`config.mk`:
```
export PLATFORM = sky130hd
export DESIGN_NAME = csi_packet_parser
export DESIGN_NICKNAME = d
export VERILOG_FILES = /design/src/rtl/csi_packet_parser.sv
export SDC_FILE = /design/constraint.sdc
export NUM_CORES = 1
export LEC_CHECK = 0
export CAP_MARGIN = 20
export CORE_MARGIN = 2
export CORE_UTILIZATION = 30
export CTS_CLUSTER_DIAMETER = 80
export CTS_CLUSTER_SIZE = 10
export DETAILED_ROUTE_END_ITERATION = 7
export MAX_ROUTING_LAYER = met4
export PLACE_DENSITY = 0.48
export SYNTH_ARGS = -nofsm -noshare
export SYNTH_HDL_FRONTEND = slang
export SYNTH_SLANG_ARGS = --single-unit
```
`constraint.sdc`:
```
create_clock -name clock_p -period 4.4 [get_ports clock_p]
set_input_delay 0.44 -clock clock_p [delete_from_list [all_inputs] [get_ports clock_p]]
set_output_delay 0.44 -clock clock_p [all_outputs]
set_load 0.05 [all_outputs]
```
`src/rtl/csi_packet_parser.sv`:
```
// Single-lane CSI-2 packet parser: header ECC check, short-packet decode, payload streaming with CRC-16.
// Latency: outputs one cycle after the consuming byte; no backpressure (enable-driven), phy_reset one cycle after packet end.
module csi_packet_parser #(
    parameter bit CHECK_ECC = 1'b1,
    parameter bit CHECK_CRC = 1'b1
) (
    input  logic        clock_p,
    input  logic        reset,
    input  logic [7:0]  data,
    input  logic        enable,
    output logic        phy_reset,
    output logic [1:0]  virtual_channel,
    output logic [5:0]  data_type,
    output logic [15:0] word_count,
    output logic        header_valid,
    output logic        ecc_error,
    output logic        frame_start,
    output logic        frame_end,
    output logic        line_start,
    output logic        line_end,
    output logic [7:0]  payload_data,
    output logic        payload_valid,
    output logic        payload_last,
    output logic        crc_error
);

    localparam logic [2:0] S_IDLE    = 3'd0;
    localparam logic [2:0] S_HEADER  = 3'd1;
    localparam logic [2:0] S_PAYLOAD = 3'd2;
    localparam logic [2:0] S_FOOTER  = 3'd3;
    localparam logic [2:0] S_FLUSH   = 3'd4;

    logic [2:0]  r_state;
    logic [1:0]  r_idx;
    logic [7:0]  r_b0;
    logic [7:0]  r_b1;
    logic [7:0]  r_b2;
    logic [15:0] r_cnt;
    logic [15:0] r_crc;
    logic [7:0]  r_crc_lo;
    logic        r_ftr_idx;

    logic [23:0] w_hdr;
    logic [5:0]  w_ecc_calc;
    logic [5:0]  w_syndrome;
    logic        w_hdr_ok;
    logic        w_short;
    logic [15:0] w_wc;
    logic [15:0] w_crc_next;

    // CRC-16/CCITT, reflected form: bits enter LSB first.
    function automatic logic [15:0] crc16_byte(input logic [15:0] c, input logic [7:0] d);
        logic [15:0] r;
        logic        fb;
        r = c;
        for (int i = 0; i < 8; i++) begin
            fb    = r[0] ^ d[i];
            r     = {fb, r[15:1]};
            r[10] = r[10] ^ fb;
            r[3]  = r[3] ^ fb;
        end
        return r;
    endfunction

    assign w_hdr = {r_b2, r_b1, r_b0};
    assign w_ecc_calc[0] = w_hdr[0]  ^ w_hdr[1]  ^ w_hdr[2]  ^ w_hdr[4]  ^ w_hdr[5]  ^ w_hdr[7]  ^ w_hdr[10]
                         ^ w_hdr[11] ^ w_hdr[13] ^ w_hdr[16] ^ w_hdr[20] ^ w_hdr[21] ^ w_hdr[22] ^ w_hdr[23];
    assign w_ecc_calc[1] = w_hdr[0]  ^ w_hdr[1]  ^ w_hdr[3]  ^ w_hdr[4]  ^ w_hdr[6]  ^ w_hdr[8]  ^ w_hdr[10]
                         ^ w_hdr[12] ^ w_hdr[14] ^ w_hdr[17] ^ w_hdr[20] ^ w_hdr[21] ^ w_hdr[22] ^ w_hdr[23];
    assign w_ecc_calc[2] = w_hdr[0]  ^ w_hdr[2]  ^ w_hdr[3]  ^ w_hdr[5]  ^ w_hdr[6]  ^ w_hdr[9]  ^ w_hdr[11]
                         ^ w_hdr[12] ^ w_hdr[15] ^ w_hdr[18] ^ w_hdr[20] ^ w_hdr[21] ^ w_hdr[22];
    assign w_ecc_calc[3] = w_hdr[1]  ^ w_hdr[2]  ^ w_hdr[3]  ^ w_hdr[7]  ^ w_hdr[8]  ^ w_hdr[9]  ^ w_hdr[13]
                         ^ w_hdr[14] ^ w_hdr[15] ^ w_hdr[19] ^ w_hdr[20] ^ w_hdr[21] ^ w_hdr[23];
    assign w_ecc_calc[4] = w_hdr[4]  ^ w_hdr[5]  ^ w_hdr[6]  ^ w_hdr[7]  ^ w_hdr[8]  ^ w_hdr[9]  ^ w_hdr[16]
                         ^ w_hdr[17] ^ w_hdr[18] ^ w_hdr[19] ^ w_hdr[20] ^ w_hdr[22] ^ w_hdr[23];
    assign w_ecc_calc[5] = w_hdr[10] ^ w_hdr[11] ^ w_hdr[12] ^ w_hdr[13] ^ w_hdr[14] ^ w_hdr[15] ^ w_hdr[16]
                         ^ w_hdr[17] ^ w_hdr[18] ^ w_hdr[19] ^ w_hdr[21] ^ w_hdr[22] ^ w_hdr[23];

    // Only valid while the ECC byte itself is on data.
    assign w_syndrome = w_ecc_calc ^ data[5:0];
    assign w_hdr_ok   = (w_syndrome == 6'd0) || !CHECK_ECC;
    assign w_short    = (r_b0[5:4] == 2'b00);
    assign w_wc       = {r_b2, r_b1};
    assign w_crc_next = crc16_byte(r_crc, data);

    always_ff @(posedge clock_p or posedge reset) begin
        if (reset) begin
            r_state         <= S_IDLE;
            r_idx           <= 2'd0;
            r_b0            <= 8'd0;
            r_b1            <= 8'd0;
            r_b2            <= 8'd0;
            r_cnt           <= 16'd0;
            r_crc           <= 16'd0;
            r_crc_lo        <= 8'd0;
            r_ftr_idx       <= 1'b0;
            phy_reset       <= 1'b0;
            virtual_channel <= 2'd0;
            data_type       <= 6'd0;
            word_count      <= 16'd0;
            header_valid    <= 1'b0;
            ecc_error       <= 1'b0;
            frame_start     <= 1'b0;
            frame_end       <= 1'b0;
            line_start      <= 1'b0;
            line_end        <= 1'b0;
            payload_data    <= 8'd0;
            payload_valid   <= 1'b0;
            payload_last    <= 1'b0;
            crc_error       <= 1'b0;
        end else begin
            phy_reset     <= 1'b0;
            header_valid  <= 1'b0;
            ecc_error     <= 1'b0;
            frame_start   <= 1'b0;
            frame_end     <= 1'b0;
            line_start    <= 1'b0;
            line_end      <= 1'b0;
            payload_valid <= 1'b0;
            payload_last  <= 1'b0;
            crc_error     <= 1'b0;
            case (r_state)
                S_IDLE: begin
                    if (enable) begin
                        r_b0    <= data;
                        r_idx   <= 2'd1;
                        r_state <= S_HEADER;
                    end
                end
                S_HEADER: begin
                    if (enable) begin
                        r_idx <= r_idx + 2'd1;
                        if (r_idx == 2'd1) begin
                            r_b1 <= data;
                        end else if (r_idx == 2'd2) begin
                            r_b2 <= data;
                        end else begin
                            virtual_channel <= r_b0[7:6];
                            data_type       <= r_b0[5:0];
                            word_count      <= w_wc;
                            ecc_error       <= (w_syndrome != 6'd0);
                            header_valid    <= w_hdr_ok;
                            frame_start     <= w_hdr_ok && (r_b0[5:0] == 6'h00);
                            frame_end       <= w_hdr_ok && (r_b0[5:0] == 6'h01);
                            line_start      <= w_hdr_ok && (r_b0[5:0] == 6'h02);
                            line_end        <= w_hdr_ok && (r_b0[5:0] == 6'h03);
                            r_crc           <= 16'hFFFF;
                            r_cnt           <= w_wc;
                            r_ftr_idx       <= 1'b0;
                            if (!w_hdr_ok || w_short)
                                r_state <= S_FLUSH;
                            else if (w_wc != 16'd0)
                                r_state <= S_PAYLOAD;
                            else
                                r_state <= S_FOOTER;
                        end
                    end
                end
                S_PAYLOAD: begin
                    if (enable) begin
                        payload_data  <= data;
                        payload_valid <= 1'b1;
                        r_crc         <= w_crc_next;
                        r_cnt         <= r_cnt - 16'd1;
                        if (r_cnt == 16'd1) begin
                            payload_last <= 1'b1;
                            r_state      <= S_FOOTER;
                        end
                    end
                end
                S_FOOTER: begin
                    if (enable) begin
                        if (!r_ftr_idx) begin
                            r_crc_lo  <= data;
                            r_ftr_idx <= 1'b1;
                        end else begin
                            crc_error <= CHECK_CRC && ({data, r_crc_lo} != r_crc);
                            r_state   <= S_FLUSH;
                        end
                    end
                end
                S_FLUSH: begin
                    phy_reset <= 1'b1;
                    r_state   <= S_IDLE;
                end
                default: r_state <= S_IDLE;
            endcase
        end
    end

endmodule

```
==> results of run 1 <==
per-stage QoR:
| step | util [%] | hold WS, ns | setup slack, ns | cell area, um2 |
|---|---|---|---|---|
| 6_report | 36.51 | 0.4797 | 1.753 | 6853 |
| 5_1_grt | 36.51 | 0.4971 | 1.614 | 6853 |
| 4_1_cts | 36.51 | 0.4820 | 1.780 | 6853 |
| 3_5_place_dp | 35.01 | 0.4633 | 1.610 | 6571 |
| 3_3_place_gp | 35.01 | 0.4635 | 1.673 | 6571 |
| 2_1_floorplan | - | 0.4753 | 1.001 | 5758 |
placed cells by master, fill, tap and decap left out, drive strengths merged, types with 3 or more instances in the layout:
cell type      instances
o21ai                 27
clkinv                 3
clkbuf                10
xor2                  31
nand3b                 3
inv                   14
a21oi                 20
nor2                  28
xnor3                  8
mux2i                  6
clkdlybuf4s50         52
ha                    10
a32oi                  9
mux2                  47
and3                   4
dfrtp                112
nor4                  12
nand2                 79
buf                   15
nand2b                 3
xnor2                 41
nand4                  3
nand3                  8
nor3                  27
area by class of cell:
class | count | area [um2] | area share [%]
flip-flops and latches | 112 | 2803 | 40.90
multi-input cells | 388 | 2791 | 40.73
repair buffers | 67 | 633.1 | 9.239
well taps | 234 | 292.8 | 4.272
clock buffers | 10 | 229.0 | 3.341
clock inverters | 6 | 52.55 | 0.7668
inverters | 13 | 51.30 | 0.7486
worst paths after layout:
kind	from	end	slack, ns	depth (start not counted)
min reg2reg	payload_data[2]	payload_data[2]	0.48	2
min	payload_data[2]	payload_data[2]	0.48	2
min in group asynchronous	reset	data_type[2]	0.57	2
max reg2reg	r_b0[0]	r_state[2]	1.75	8
max	r_b0[0]	r_state[2]	1.75	8
max in group asynchronous	reset	r_b1[7]	2.95	3
metal layers:
| layer | global-route usage [%] | wire (um) |
|---|---|---|
| met1 | 22.29 | 7288 |
| met2 | 25.28 | 7120 |
| met3 | 2.322 | 387 |
| met4 | 5.315 | 221 |
| met5 | - | 0 |
worst max-delay path, stage by stage, from the launching register on:
cell	delay (ns)
dfrtp_1	0.42
inv_1	0.12
ha_1	0.32
xnor2_1	0.24
xnor3_1	0.36
or2_2	0.30
mux2i_1	0.28
o221ai_4	0.23
o31a_1	0.28
cells in the mapped netlist (2+ instances only):
master    count
nor4b_1       2
nand3_1       8
nor4_1       12
nor2_1       28
xnor3_2       2
nand2_1      79
ha_1         10
a31oi_1       2
nand2b_1      3
mux2_2       47
a32oi_1       9
inv_1        12
and3_1        3
clkbuf_1     30
dfrtp_1     112
nor3b_1       2
xnor2_1      40
nor3_1       26
nand4_1       3
xnor3_1       6
nand3b_1      3
xor2_1       30
or2_2         2
a22oi_1       2
mux2i_1       6
a21oi_1      20
o21ai_0      27
cells by family (layout without fill, tap and decap cells):
family | count (synthesis) | in the layout
flops | 112 | 112
fa+ha+maj | 10 | 10
buf+inv | 45 | 96
simple gates | 177 | 177
xor+xnor | 80 | 80
mux | 53 | 53
compound gates | 68 | 68
where the power goes:
part           switching, mW  internal [mW]
combinational           1.72           1.52
sequential             0.491           1.44
clock                  0.411          0.393
total                   2.62           3.35
registers in the layout (all words and copies together) (netlist names), 2 cells and up:
register         cells
data_type            6
payload_data         8
r_b0                 8
r_b1                 8
r_b2                 8
r_cnt               16
r_crc               16
r_crc_lo             8
r_idx                2
r_state              3
virtual_channel      2
word_count          16
==> impl_results.md, run 1 <==
* Hold buffers post-CTS at 0
* Post-route DRC at 0
* Most area-hungry cell type in the Yosys netlist: dfrtp_1
* Gr usage total at 16.37%
* Setup_tns at 0 ns
* Average wire per standard cell at 18.09 um
* Die width at 142.5 um
* # rows at 50
* Die H at 142.5 um
* Crit Path Max Fanout at 8
* Initial Util at 30.68%
* Yosys cell types at 46
* Synth area leaders: dfrtp_1 (49%), mux2_2 (9.2%), xnor2_1 (6.1%), nand2_1 (5.1%), xor2_1 (4.6%)
* Pin count of the biggest net entering global routing at 61
* Mux share of post-synthesis cell area at 10.23%
* FILL cells at 1871
* Die area at 20320 um2
* RSZ-0062 raised after global routing: no
* Minimum clock period after layout at 2.647 ns
* Vias at 4046
* Clock sinks at 112
* CP required at 4.65 ns
* Final setup vio count at 0
* Kind of critical path: reg2reg
* # IOs at 53
* Antenna Cells at 0
* First-pass GRT wire length at 24.45 mm
* Largest family of logic cells by synthesized area: XOR/XNOR gates
* Clock Latency Late Sink at 0.36 ns
* Area Growth Syn to Fin at 19.01%
* Pwr dens at 871.0 nW/um2
* Vias in the first global route at 4212
* Yosys Warn Count at 0
* Seq/Total Area, Yosys at 48.67%
* Final nets at 612
* Share of cells above drive strength 1 at 14.77%
* Dpl cells at 814
* Cells after Synth at 545
* Worst setup SP type: flop
* Max Cap Violations at 0
* Post-Synth XOR/XNOR Area at 14.39%
* Root Buffer: clkbuf_16
* Port bufs at 52
* Area fraction of the dominant cell type after synthesis at 48.67%
* Synth Area in Simple Gates at 14.21%
* Initial antenna violation count at 0
* Core area at 18770 um2
* Worst setup EP type: flop
* H-tree depth at 3
* GRT overflow at 0
* Clock buffer count from CTS at 9
* Final hold violations at 0
* Worst slew pin tran at 0.8507 ns
* Clk slew on worst S/H paths at 0.08 ns
* Max Freq at 0.3778 GHz
* Router iterations before antenna repair at 6
* Relative slew slack at 42.76%
* Mapped cell area at 5758 um2
* Async set-reset flop share out of synthesis at 100.0%
* Final Max Tran Viols at 0
* Synth Area in Compound Gates at 7.366%
* Syn nets at 566
* Total power at 5.969 mW
* Post-Synth Adder-Cell Area at 2.173%
* Clk_skew at 0.01420 ns
* Post-synth EDFFs at 0
* Main flop type after synthesis: dfrtp_1
* Status: finished clean
* Worst hold path type: reg2reg
* Final Routed Wirelength at 15.02 mm
* Post-cts repair resize count at 0
* Worst EP arrival at 2.90 ns
* Post-route ant nets at 0
* LEAKAGE at 2.869 nW
* Longest Clk Path Bufs at 2
* Seq cells post-synth at 112
* Worst VDD drop at 0.3006 mV
* Post-CTS Setup Bufs at 0
* Avg Cell Area, Syn at 10.57 um2
* Vias/cell at 4.875
* 1st-iter DRT viols at 287
* HPWL after DPL at 10.25 mm
* Period utilization at 60.16%
* Non-Filler Instances at 830
* GPL Wtd Cong at 0.8147
* TritonCTS clock tree: yes
(Power assumes the default switching activity.)
==> inputs of run 2 (changes only) <==
--- a/config.mk
+++ b/config.mk
@@ -12,7 +12,7 @@
 export CTS_CLUSTER_SIZE = 10
 export DETAILED_ROUTE_END_ITERATION = 7
 export MAX_ROUTING_LAYER = met4
-export PLACE_DENSITY = 0.48
+export PLACE_DENSITY = 0.5
 export SYNTH_ARGS = -nofsm -noshare
 export SYNTH_HDL_FRONTEND = slang
 export SYNTH_SLANG_ARGS = --single-unit
==> constraint.sdc (replaced) <==
create_clock -name clock_p -period 2.3 [get_ports clock_p]
set_input_delay 0.23 -clock clock_p [delete_from_list [all_inputs] [get_ports clock_p]]
set_output_delay 0.23 -clock clock_p [all_outputs]
set_load 0.05 [all_outputs]
==> run 2 against run 1 <==
First-iteration DRC count fell by 21%. Flip-flop and latch count did not move. Die area did not move. Fmax rose by 20%. Combinational power rose by 130%. Via count rose by 5.0%. Critical path depth fell by 2. Non-clock buffer count rose by 36. Global-route usage fell by 0.30 points. Count of clock-buffer cells in the layout did not move. Core utilization rose by 2.2 points. Wire length rose by 1.5%. Highest routed layer unchanged.
==> impl_results.md, run 2 (synthesized netlist as in run 1, its figures left out) <==
* Max stage delay on crit path at 0.45 ns (was 0.42 ns)
* Average wire per standard cell at 17.61 um (was 18.09 um)
* Share of total power in combinational logic at 59.4% (was 54.2%)
* Gr usage total at 16.07% (was 16.37%)
* Reg power frac at 28.6% (was 32.3%)
* Setup_tns at 0 ns (unchanged)
* Die H at 142.5 um (unchanged)
* Internal Pwr Total at 7.030 mW (was 3.349 mW)
* Net Switching at 5.323 mW (was 2.620 mW)
* HPWL after DPL at 11.45 mm (was 10.25 mm)
* Max Freq at 0.4519 GHz (was 0.3778 GHz)
* Design area at 7274 um2 (was 6853 um2)
* Post-route DRC at 0 (unchanged)
* Reg-to-Reg End: r_state[2] (unchanged)
* Port bufs at 52 (unchanged)
* RR Startpoint: r_b1[5] (was r_b0[0])
* Most common cell on crit path: xnor3_2
* Vias at 4248 (was 4046)
* CP required at 2.53 ns (was 4.65 ns)
* FILL cells at 1852 (was 1871)
* LEAKAGE at 3.076 nW (was 2.869 nW)
* Status: finished clean (unchanged)
* Slack of the critical path at 0.08716 ns (was 1.753 ns)
* Post-route ant nets at 0 (unchanged)
* Pwr dens at 1698 nW/um2 (was 871.0 nW/um2)
* Worst Setup SP: r_b1[5] (was r_b0[0])
* # rows at 50 (unchanged)
* GRT overflow at 0 (unchanged)
* Register area at 2808 um2 (was 2803 um2)
* GPL Wtd Cong at 0.8452 (was 0.8147)
* R2r setup slk at 0.09 ns (was 1.75 ns)
* Worst slew pin tran at 0.6528 ns (was 0.8507 ns)
* Share of cells above drive strength 1 at 22.47% (was 14.77%)
* # IOs at 53 (unchanged)
* H-tree depth at 3 (unchanged)
* Clock buffer count from CTS at 9 (unchanged)
* Period utilization at 96.21% (was 60.16%)
* Worst setup EP type: flop (unchanged)
* Worst VDD drop at 0.8541 mV (was 0.3006 mV)
* Max Cap Violations at 0 (unchanged)
* Vias in the first global route at 4380 (was 4212)
* Final setup vio count at 0 (unchanged)
* Initial Util at 30.68% (unchanged)
* Worst EP arrival at 2.45 ns (was 2.90 ns)
* 1st-iter DRT viols at 226 (was 287)
* Final Routed Wirelength at 15.25 mm (was 15.02 mm)
* Slowest stage cell, crit path: xnor3_2 (was dfrtp_1)
* Placed instance area at 6889 um2 (was 6571 um2)
* Area Growth Syn to Fin at 26.34% (was 19.01%)
* Multi-input logic area at 2905 um2 (was 2791 um2)
* Most frequent cells in the layout: dfrtp_1 (108), nand2_1 (79), clkdlybuf4s50_1 (52) (was dfrtp_1 (112), nand2_1 (79), clkdlybuf4s50_1 (52))
* Worst path cell trace: xnor3_2 -> xnor3_2 -> xor2_2 -> nor3_2 -> o221ai_4 -> o31a_1 (was inv_1 -> ha_1 -> xnor2_1 -> xnor3_1 -> or2_2 -> mux2i_1 -> o221ai_4 -> o31a_1)
* Root Buffer: clkbuf_16 (unchanged)
* Die width at 142.5 um (unchanged)
* Die area at 20320 um2 (unchanged)
* Clk slew on worst S/H paths at 0.08 ns (about the same)
* Clk pwr share at 12.0% (was 13.5%)
* Longest Clk Path Bufs at 2 (unchanged)
* Initial antenna violation count at 0 (unchanged)
* Router iterations before antenna repair at 4 (was 6)
* Minimum clock period after layout at 2.213 ns (was 2.647 ns)
* Antenna Cells at 0 (unchanged)
* Sw Ratio at 43.09% (was 43.90%)
* RSZ-0062 raised after global routing: no (unchanged)
* Core area at 18770 um2 (unchanged)
* Final Max Tran Viols at 0 (unchanged)
* Hold WS at 0.2765 ns (was 0.4797 ns)
* Worst hold path type: in2async (was reg2reg)
* Clock sinks at 112 (unchanged)
* Hold buffers post-CTS at 0 (unchanged)
* Post-CTS Setup Bufs at 0 (unchanged)
* Worst-case reg-to-reg path depth at 6 (was 8)
* Leading registers by flop count: r_cnt: 16 flops, r_crc: 16 flops, word_count: 16 flops (unchanged)
* DP Worst Slack at -0.08527 ns (was 1.610 ns)
* Final hold violations at 0 (unchanged)
* TritonCTS clock tree: yes (unchanged)
* Worst setup SP type: flop (unchanged)
* Clock Latency Late Sink at 0.36 ns (about the same)
* Clk_skew at 0.01341 ns (was 0.01420 ns)
* Most common cell after layout, fill and taps aside: dfrtp_1 (unchanged)
* First-pass GRT wire length at 24.49 mm (was 24.45 mm)
* Pin count of the biggest net entering global routing at 42 (was 61)
* Relative slew slack at 56.32% (was 42.76%)
* Crit Path Max Fanout at 8 (unchanged)
* Vias/cell at 4.905 (was 4.875)
* Kind of critical path: reg2reg (unchanged)
* Final nets at 648 (was 612)
run 2: changes by cell type in the layout (fill, tap and decap cells not counted), moves of 3 or more:
cell	delta
clkinvlp_4	+4
dfrtp_2	+4
buf_4	+33
xnor2_2	+6
xnor2_1	-7
dfrtp_1	-4
buf_12	+3
run 2: area by class of cell:
cell class / count / area share [%]
Clock inverter: 6 / 0.6364
Tap cell: 234 / 4.025
Clock buffer: 10 / 3.148
Timing Repair Buffer: 103 / 12.93
Sequential cell: 112 / 38.60
Inverter: 13 / 0.7224
Multi-Input combinational cell: 388 / 39.94
run 2: critical path: cells and delay by family (launching register included):
| kind | cells | cell delay [ns] |
|---|---|---|
| compound gates | 2 | 0.46 |
| xor+xnor | 3 | 1.04 |
| flops | 1 | 0.38 |
| simple gates | 1 | 0.22 |
run 2: worst max path at each step:
stage          slack [ns]  cells past startpoint    endpoint
2_1_floorplan        0.06                      6  r_state[2]
3_3_place_gp       -0.009                      8  r_state[2]
3_5_place_dp        -0.09                      8  r_state[2]
4_1_cts             -0.03                      6  r_state[2]
5_1_grt             0.002                      8  r_state[2]
6_report             0.09                      6  r_state[2]
run 2: power groups by stage:
stage | Clock (mW) | Sequential (mW) | Combinational, mW
finish | 1.48 | 3.53 | 7.34
CTS | 1.54 | 3.50 | 6.99
detailed placement | 0 | 3.54 | 6.91
global placement | 0 | 3.51 | 6.83
global route | 1.62 | 3.65 | 7.88
floorplan | 0 | 4.30 | 4.15
run 2: stage by stage:
step           instances  power, mW  utilization, %
3_5_place_dp         850      10.45           36.71
2_1_floorplan        545      8.445               -
5_1_grt              866      13.15           38.76
4_1_cts              866      12.03           38.21
3_3_place_gp         850      10.34           36.71
6_report             866      12.35           38.76
run 2: routing by layer:
layer	vias to the layer above	wire, um	part of all wire, %	track usage [%]
met3	12	471	3.1	2.759
li1	2036	-	-	-
met4	0	198	1.3	4.013
met5	-	0	0	-
met2	62	7344	48	26.04
met1	2138	7233	47	21.04
run 2: repair_timing:
action                                 CTS  global route
pin swaps                                5             5
endpoints found under the hold margin    0             0
resized for setup                        1            18
setup endpoints to repair                6             8
==> inputs of run 3 (changes only) <==
--- a/config.mk
+++ b/config.mk
@@ -9,7 +9,7 @@
 export CORE_MARGIN = 2
 export CORE_UTILIZATION = 30
 export CTS_CLUSTER_DIAMETER = 80
-export CTS_CLUSTER_SIZE = 10
+export CTS_CLUSTER_SIZE = 30
 export DETAILED_ROUTE_END_ITERATION = 7
 export MAX_ROUTING_LAYER = met4
 export PLACE_DENSITY = 0.5
==> results of run 3 <==
No change in the layout: final DEF, timing and power equal those of run 2.
==> RTL change 1, RTL diff (flow settings as in run 2) <==
Register the output `crc_error` once more, with the module's reset; this adds one clock of latency there. The other outputs are not delayed to match.
--- a/src/rtl/csi_packet_parser.sv
+++ b/src/rtl/csi_packet_parser.sv
@@ -30,6 +30,8 @@
     localparam logic [2:0] S_FOOTER  = 3'd3;
     localparam logic [2:0] S_FLUSH   = 3'd4;
 
+    logic crc_error_s0;
+
     logic [2:0]  r_state;
     logic [1:0]  r_idx;
     logic [7:0]  r_b0;
@@ -107,7 +109,7 @@
             payload_data    <= 8'd0;
             payload_valid   <= 1'b0;
             payload_last    <= 1'b0;
-            crc_error       <= 1'b0;
+            crc_error_s0    <= 1'b0;
         end else begin
             phy_reset     <= 1'b0;
             header_valid  <= 1'b0;
@@ -118,7 +120,7 @@
             line_end      <= 1'b0;
             payload_valid <= 1'b0;
             payload_last  <= 1'b0;
-            crc_error     <= 1'b0;
+            crc_error_s0  <= 1'b0;
             case (r_state)
                 S_IDLE: begin
                     if (enable) begin
@@ -174,7 +176,7 @@
                             r_crc_lo  <= data;
                             r_ftr_idx <= 1'b1;
                         end else begin
-                            crc_error <= CHECK_CRC && ({data, r_crc_lo} != r_crc);
+                            crc_error_s0 <= CHECK_CRC && ({data, r_crc_lo} != r_crc);
                             r_state   <= S_FLUSH;
                         end
                     end
@@ -188,5 +190,13 @@
         end
     end
 
+    always_ff @(posedge clock_p or posedge reset) begin
+        if (reset) begin
+            crc_error <= '0;
+        end else begin
+            crc_error <= crc_error_s0;
+        end
+    end
+
 endmodule
 
Behaviour: not the same (a bounded check fails within 10 cycles, from zero or initial values and one cycle with reset high).
==> RTL change 1 against run 2 <==
  * Worst hold slack improved by 46 ps
  * Via count down 0.87%
  * Total power increased by 7.2%
  * Critical path type unchanged
  * Sequential cell count is 1 higher
  * Final cell count up 1.2%
  * The flow now finishes with violations (setup timing)
  * First-iteration DRC count down 9.7%
  * Routed wire length decreased by 3.4%
  * Design area rose by 2.7%
  * Worst setup slack worse by 160 ps
  * Synthesized area shrank 1.9%
==> RTL change 1: results (changes against run 2) <==
- The flow ran to the end, but the final reports show violations.
* Failing checks: setup timing
* Clock slew at the register clock pins of the worst setup and hold paths: 60 ps (-20 ps)
- Worst-skew pair later-pin latency: 420 ps (+60 ps)
- The critical path starts at r_b0[0].
* Net load switching power: 5340 uW (+0.39%)
- The number of clock buffers inserted by TritonCTS was 17 (+8).
- The static leakage was 0.00321 uW (+4.4%).
* Per-cell via count in the routed design: 4.81 (-2.0%)
- Max stage delay cell, worst path: sky130_fd_sc_hd__dfrtp_1
* Endpoint of the worst-slack reg-to-reg timing path: frame_end
* Crit path setup slack, layout: -75.9 ps (-163 ps)
* # H-tree levels: 4 (+1)
- The logic depth of the worst register-to-register path was 9 (+3).
- By area the synthesized netlist is led by sky130_fd_sc_hd__dfrtp_1 (50%), sky130_fd_sc_hd__xnor2_1 (9.3%), sky130_fd_sc_hd__mux2_2 (9.2%), sky130_fd_sc_hd__nand2_1 (4.7%), sky130_fd_sc_hd__xor2_1 (2.6%).
- The routed wirelength normalized by instance count came to 16.8 um (-4.5%).
- The weighted congestion at the end of routability-driven global placement is 0.822 (-2.7%).
* Placed Instances: 845 (-0.59%)
- Syn Inst Count: 530 (-2.8%)
* Sequential cell area in the final layout: 2830 um2 (+0.71%)
* VDD IR-drop max: 0.681 mV (-20%)
- Mux contribution to synthesized area: 0.104 (+0.00175)
- The number of violations reported at the end of detailed-routing iteration 0 came to 204 (-9.7%).
- The all-layer global routing usage was 0.164 (+0.00276).
- Share of the synthesized area in compound gates (AO/OA/AOI/OAI): 0.0726 (-0.00102)
- Fraction of final layout cells with drive strength greater than 1: 0.226 (+0.00117)
- Layout inverter count without the clock tree: 14 (+1)
* Total of endpoints with negative setup slack in the final report: 9 (+9)
- The clock buffer and inverter area fraction after layout is 0.0834 (+0.0456).
- Half-perimeter wire length after placement: 10500 um (-8.1%)
- After synthesis, the most frequently instantiated cells are sky130_fd_sc_hd__dfrtp_1 (113), sky130_fd_sc_hd__nand2_1 (71), sky130_fd_sc_hd__xnor2_1 (60).
- Xor/xnor cell area share of the yosys netlist: 0.139 (-0.00520)
- Largest net degree at the start of global routing: 114 (+170%)
* Sequential cells: 113 (+0.89%)
- The data arrival time of the critical path is 2730 ps (+280 ps).
- Share of the yosys chip area belonging to registers: 0.501 (+0.0138)
* Top fanout value on the critical path: 9 (+1)
==> RTL change 1: changes by cell type in the layout (fill, tap and decap cells not counted), sizes merged, moves of 7 or more <==
cell,change
buf,+7
clkbuf,+12
nand2,-8
nand3,+7
nor2,+7
nor3,-17
o21ai,-7
xnor2,+20
xor2,-14
==> RTL change 1: metal layers <==
metal / global-route usage / up-vias / part of all wire
li1: - / 2026 / -
met1: 0.210 / 2064 / 0.46
met2: 0.249 / 88 / 0.47
met3: 0.0404 / 33 / 0.041
met4: 0.0658 / 0 / 0.025
met5: - / - / 0
==> RTL change 1: timing repair <==
action | in CTS | in global routing
endpoints found under the setup margin | 9 | 9
cloned | 0 | 0
resized for setup | 1 | 2
==> RTL change 1: per-stage QoR <==
step	power, uW	utilization	setup slack, ps
global placement	10400	0.367	-143
detailed placement	10500	0.367	-122
CTS	13300	0.401	-97.3
finish	13200	0.402	-75.9
global route	14200	0.402	-244
floorplan	8320	-	-221
==> RTL change 2, RTL diff (flow settings as in run 2) <==
Without the edit above. Set the parameter `CHECK_ECC` to 1'b0 (it was 1'b1).
--- a/src/rtl/csi_packet_parser.sv
+++ b/src/rtl/csi_packet_parser.sv
@@ -1,7 +1,7 @@
 // Single-lane CSI-2 packet parser: header ECC check, short-packet decode, payload streaming with CRC-16.
 // Latency: outputs one cycle after the consuming byte; no backpressure (enable-driven), phy_reset one cycle after packet end.
 module csi_packet_parser #(
-    parameter bit CHECK_ECC = 1'b1,
+    parameter bit CHECK_ECC = 1'b0,
     parameter bit CHECK_CRC = 1'b1
 ) (
     input  logic        clock_p,
Behaviour: not the same (Yosys sat finds a counterexample within 10 cycles, from zero or initial values and one cycle with reset high).
==> RTL change 2 against run 2 <==
  * Synthesized area fell by 1.8%
  * Design area fell by 5.2%
  * Total power decreased by 5.4%
  * Largest power group unchanged
  * Largest cell class is now flip-flops and latches
  * Sequential cell count stayed put
  * Worst setup slack better by 85 ps
  * Routed wire length is 2.3% lower
==> RTL change 2: results (changes against run 2) <==
- The count of placed standard cells in the final layout, fillers left out was 847 (-2.2%).
- Worst slack after detailed placement: 208 ps (+293 ps)
- The count of yosys warnings during synthesis came to 0 (unchanged).
- The sequential share of the synthesized area was 0.495 (+0.00872).
- The via count of the first global-routing pass was 4270 (-2.5%).
- Slew at the pin closest to its max-slew limit: 555 ps (-97.9 ps)
- The fraction of final layout cells sized beyond drive strength 1 was 0.157 (-0.0681).
* Leakage power total: 0.00290 uW (-5.6%)
* Cells taking the most area after synthesis: sky130_fd_sc_hd__dfrtp_1 (50%), sky130_fd_sc_hd__xnor2_1 (10%), sky130_fd_sc_hd__mux2_2 (8.6%), sky130_fd_sc_hd__nand2_1 (4.0%), sky130_fd_sc_hd__a21oi_1 (3.1%)
- The flow ran to the end, and the final reports show no timing, DRC or antenna violations.
- The maximum clock path buffer count is 2 (unchanged).
* # H-tree levels: 3 (unchanged)
- The setup slack of the most critical reg-to-reg path was 170 ps (+90 ps).
* Most instantiated cells after synthesis: sky130_fd_sc_hd__dfrtp_1 (112), sky130_fd_sc_hd__xnor2_1 (66), sky130_fd_sc_hd__nand2_1 (61)
* VDD IR-drop max: 0.665 mV (-22%)
- In this run the worst hold path is classified as input pin to async pin.
- Half-perimeter wire length after placement: 10900 um (-4.8%)
- Placed Instances: 831 (-2.2%)
- Port Buffer Count: 52 (unchanged)
- The net count after synthesis was 566 (unchanged).
* Worst reg2reg path depth: 8 (+2)
- DRC violation total after the first TritonRoute iteration: 184 (-19%)
* Launching element of the worst setup path: r_b0[5]
- Critical Path AT: 2370 ps (-80 ps)
* Total inserted antenna cells: 0 (unchanged)
- GR Util All Layers: 0.161 (+0.000586)
* Largest net degree at the start of global routing: 66 (+57%)
- The number of nets with antenna violations after detailed routing came to 0 (unchanged).
- Number of nets in the finished design: 629 (-2.9%)
- The portion of the clock cycle consumed by the worst path in the final layout was 0.925 (-0.0371).
- Global-route wire length before repair: 24000 um (-2.0%)
* CTS buffer count: 9 (unchanged)
- Clock slew at the register clock pins of the worst setup and hold paths: roughly 70 ps
- The routed wirelength normalized by instance count came to 17.6 um (-0.14%).
* GPL Wtd Cong: 0.871 (+3.0%)
- The count of distinct cell types in the synthesized netlist is 43 (-6.5%).
- Worst-skew pair later-pin latency: 360 ps (about the same)
- Top fanout value on the critical path: 3 (-5)
- Endpoint of the worst-slack reg-to-reg timing path: ecc_error
- The average instance area after synthesis was 10.4 um2 (-1.8%).
* Cell internal power dissipation: 6560 uW (-6.7%)
* Leading registers by flop count: r_cnt: 16 flops, r_crc: 16 flops, word_count: 16 flops
- Post-CTS Resized: 0 (-1)
- Clock skew after layout: 10.3 ps (-3.07 ps)
- Per-cell via count in the routed design: 4.87 (-0.74%)
* Main flop type after synthesis: sky130_fd_sc_hd__dfrtp_1
-- RTL change 2: changes by cell type after synthesis, sizes merged, moves of 9 or more --
cell	delta
xnor2	+25
nand2	-18
xor2	-17
a21oi	+15
nor3	-11
nand3	+9
-- RTL change 2: worst min path at each step --
stage | startpoint | slack (ps) | endpoint | cells after the start
floorplan | r_cnt[11] | 450 | r_cnt[11] | 2
global placement | payload_data[7] | 460 | payload_data[7] | 2
detailed placement | payload_data[7] | 470 | payload_data[7] | 2
CTS | reset | 310 | r_b2[2] | 3
global route | reset | 340 | word_count[13] | 3
finish | reset | 310 | word_count[13] | 3
-- RTL change 2: critical path: stages (launching register included) --
cell                       delay, ps
sky130_fd_sc_hd__dfrtp_1         400
sky130_fd_sc_hd__inv_1           110
sky130_fd_sc_hd__ha_1            250
sky130_fd_sc_hd__xnor2_1         310
sky130_fd_sc_hd__xnor3_1         390
sky130_fd_sc_hd__xnor2_1         140
sky130_fd_sc_hd__nand2b_1        150
sky130_fd_sc_hd__o22ai_1         150
sky130_fd_sc_hd__a31oi_1         100
-- RTL change 2: layout make-up --
class | instances | area, um2
fillers | 1864 | 11700
flip-flops and latches | 112 | 2800
multi-input cells | 388 | 2680
repair buffers | 82 | 783
well taps | 234 | 293
clock buffers | 11 | 243
inverters | 15 | 60.1
clock inverters | 5 | 31.3
-- RTL change 2: cells by family after synthesis --
group	count (synthesis)	synth area share
multiplexers	48	0.0951
buffers and inverters	45	0.0305
AND/OR/NAND/NOR	168	0.140
adder cells (fa/ha/maj)	10	0.0221
flip-flops	112	0.495
AO/OA/AOI/OAI	78	0.0770
XOR/XNOR	84	0.140
-- RTL change 2: stage by stage --
stage / instance area (um2) / util
5_1_grt: 6890 / 0.371
6_report: 6890 / 0.371
3_5_place_dp: 6620 / 0.356
4_1_cts: 6890 / 0.371
3_3_place_gp: 6620 / 0.356
2_1_floorplan: 5660 / -
-- RTL change 2: metal layers --
layer,share of wire,GRT usage,wire length (um),vias to the layer above
met5,0,-,0,-
met4,0.016,0.0526,241,0
met3,0.036,0.0280,535,16
met2,0.48,0.252,7110,70
met1,0.47,0.214,7000,2061
li1,-,-,-,1977
-- RTL change 2: power groups by stage --
stage                     logic (uW)  registers, uW  clock network (uW)
after floorplan                 4000           4430                   0
after global placement          6400           3740                   0
after detailed placement        6470           3760                   0
after CTS                       6500           3730                1580
after global routing            7040           3860                1650
final                           6460           3720                1510
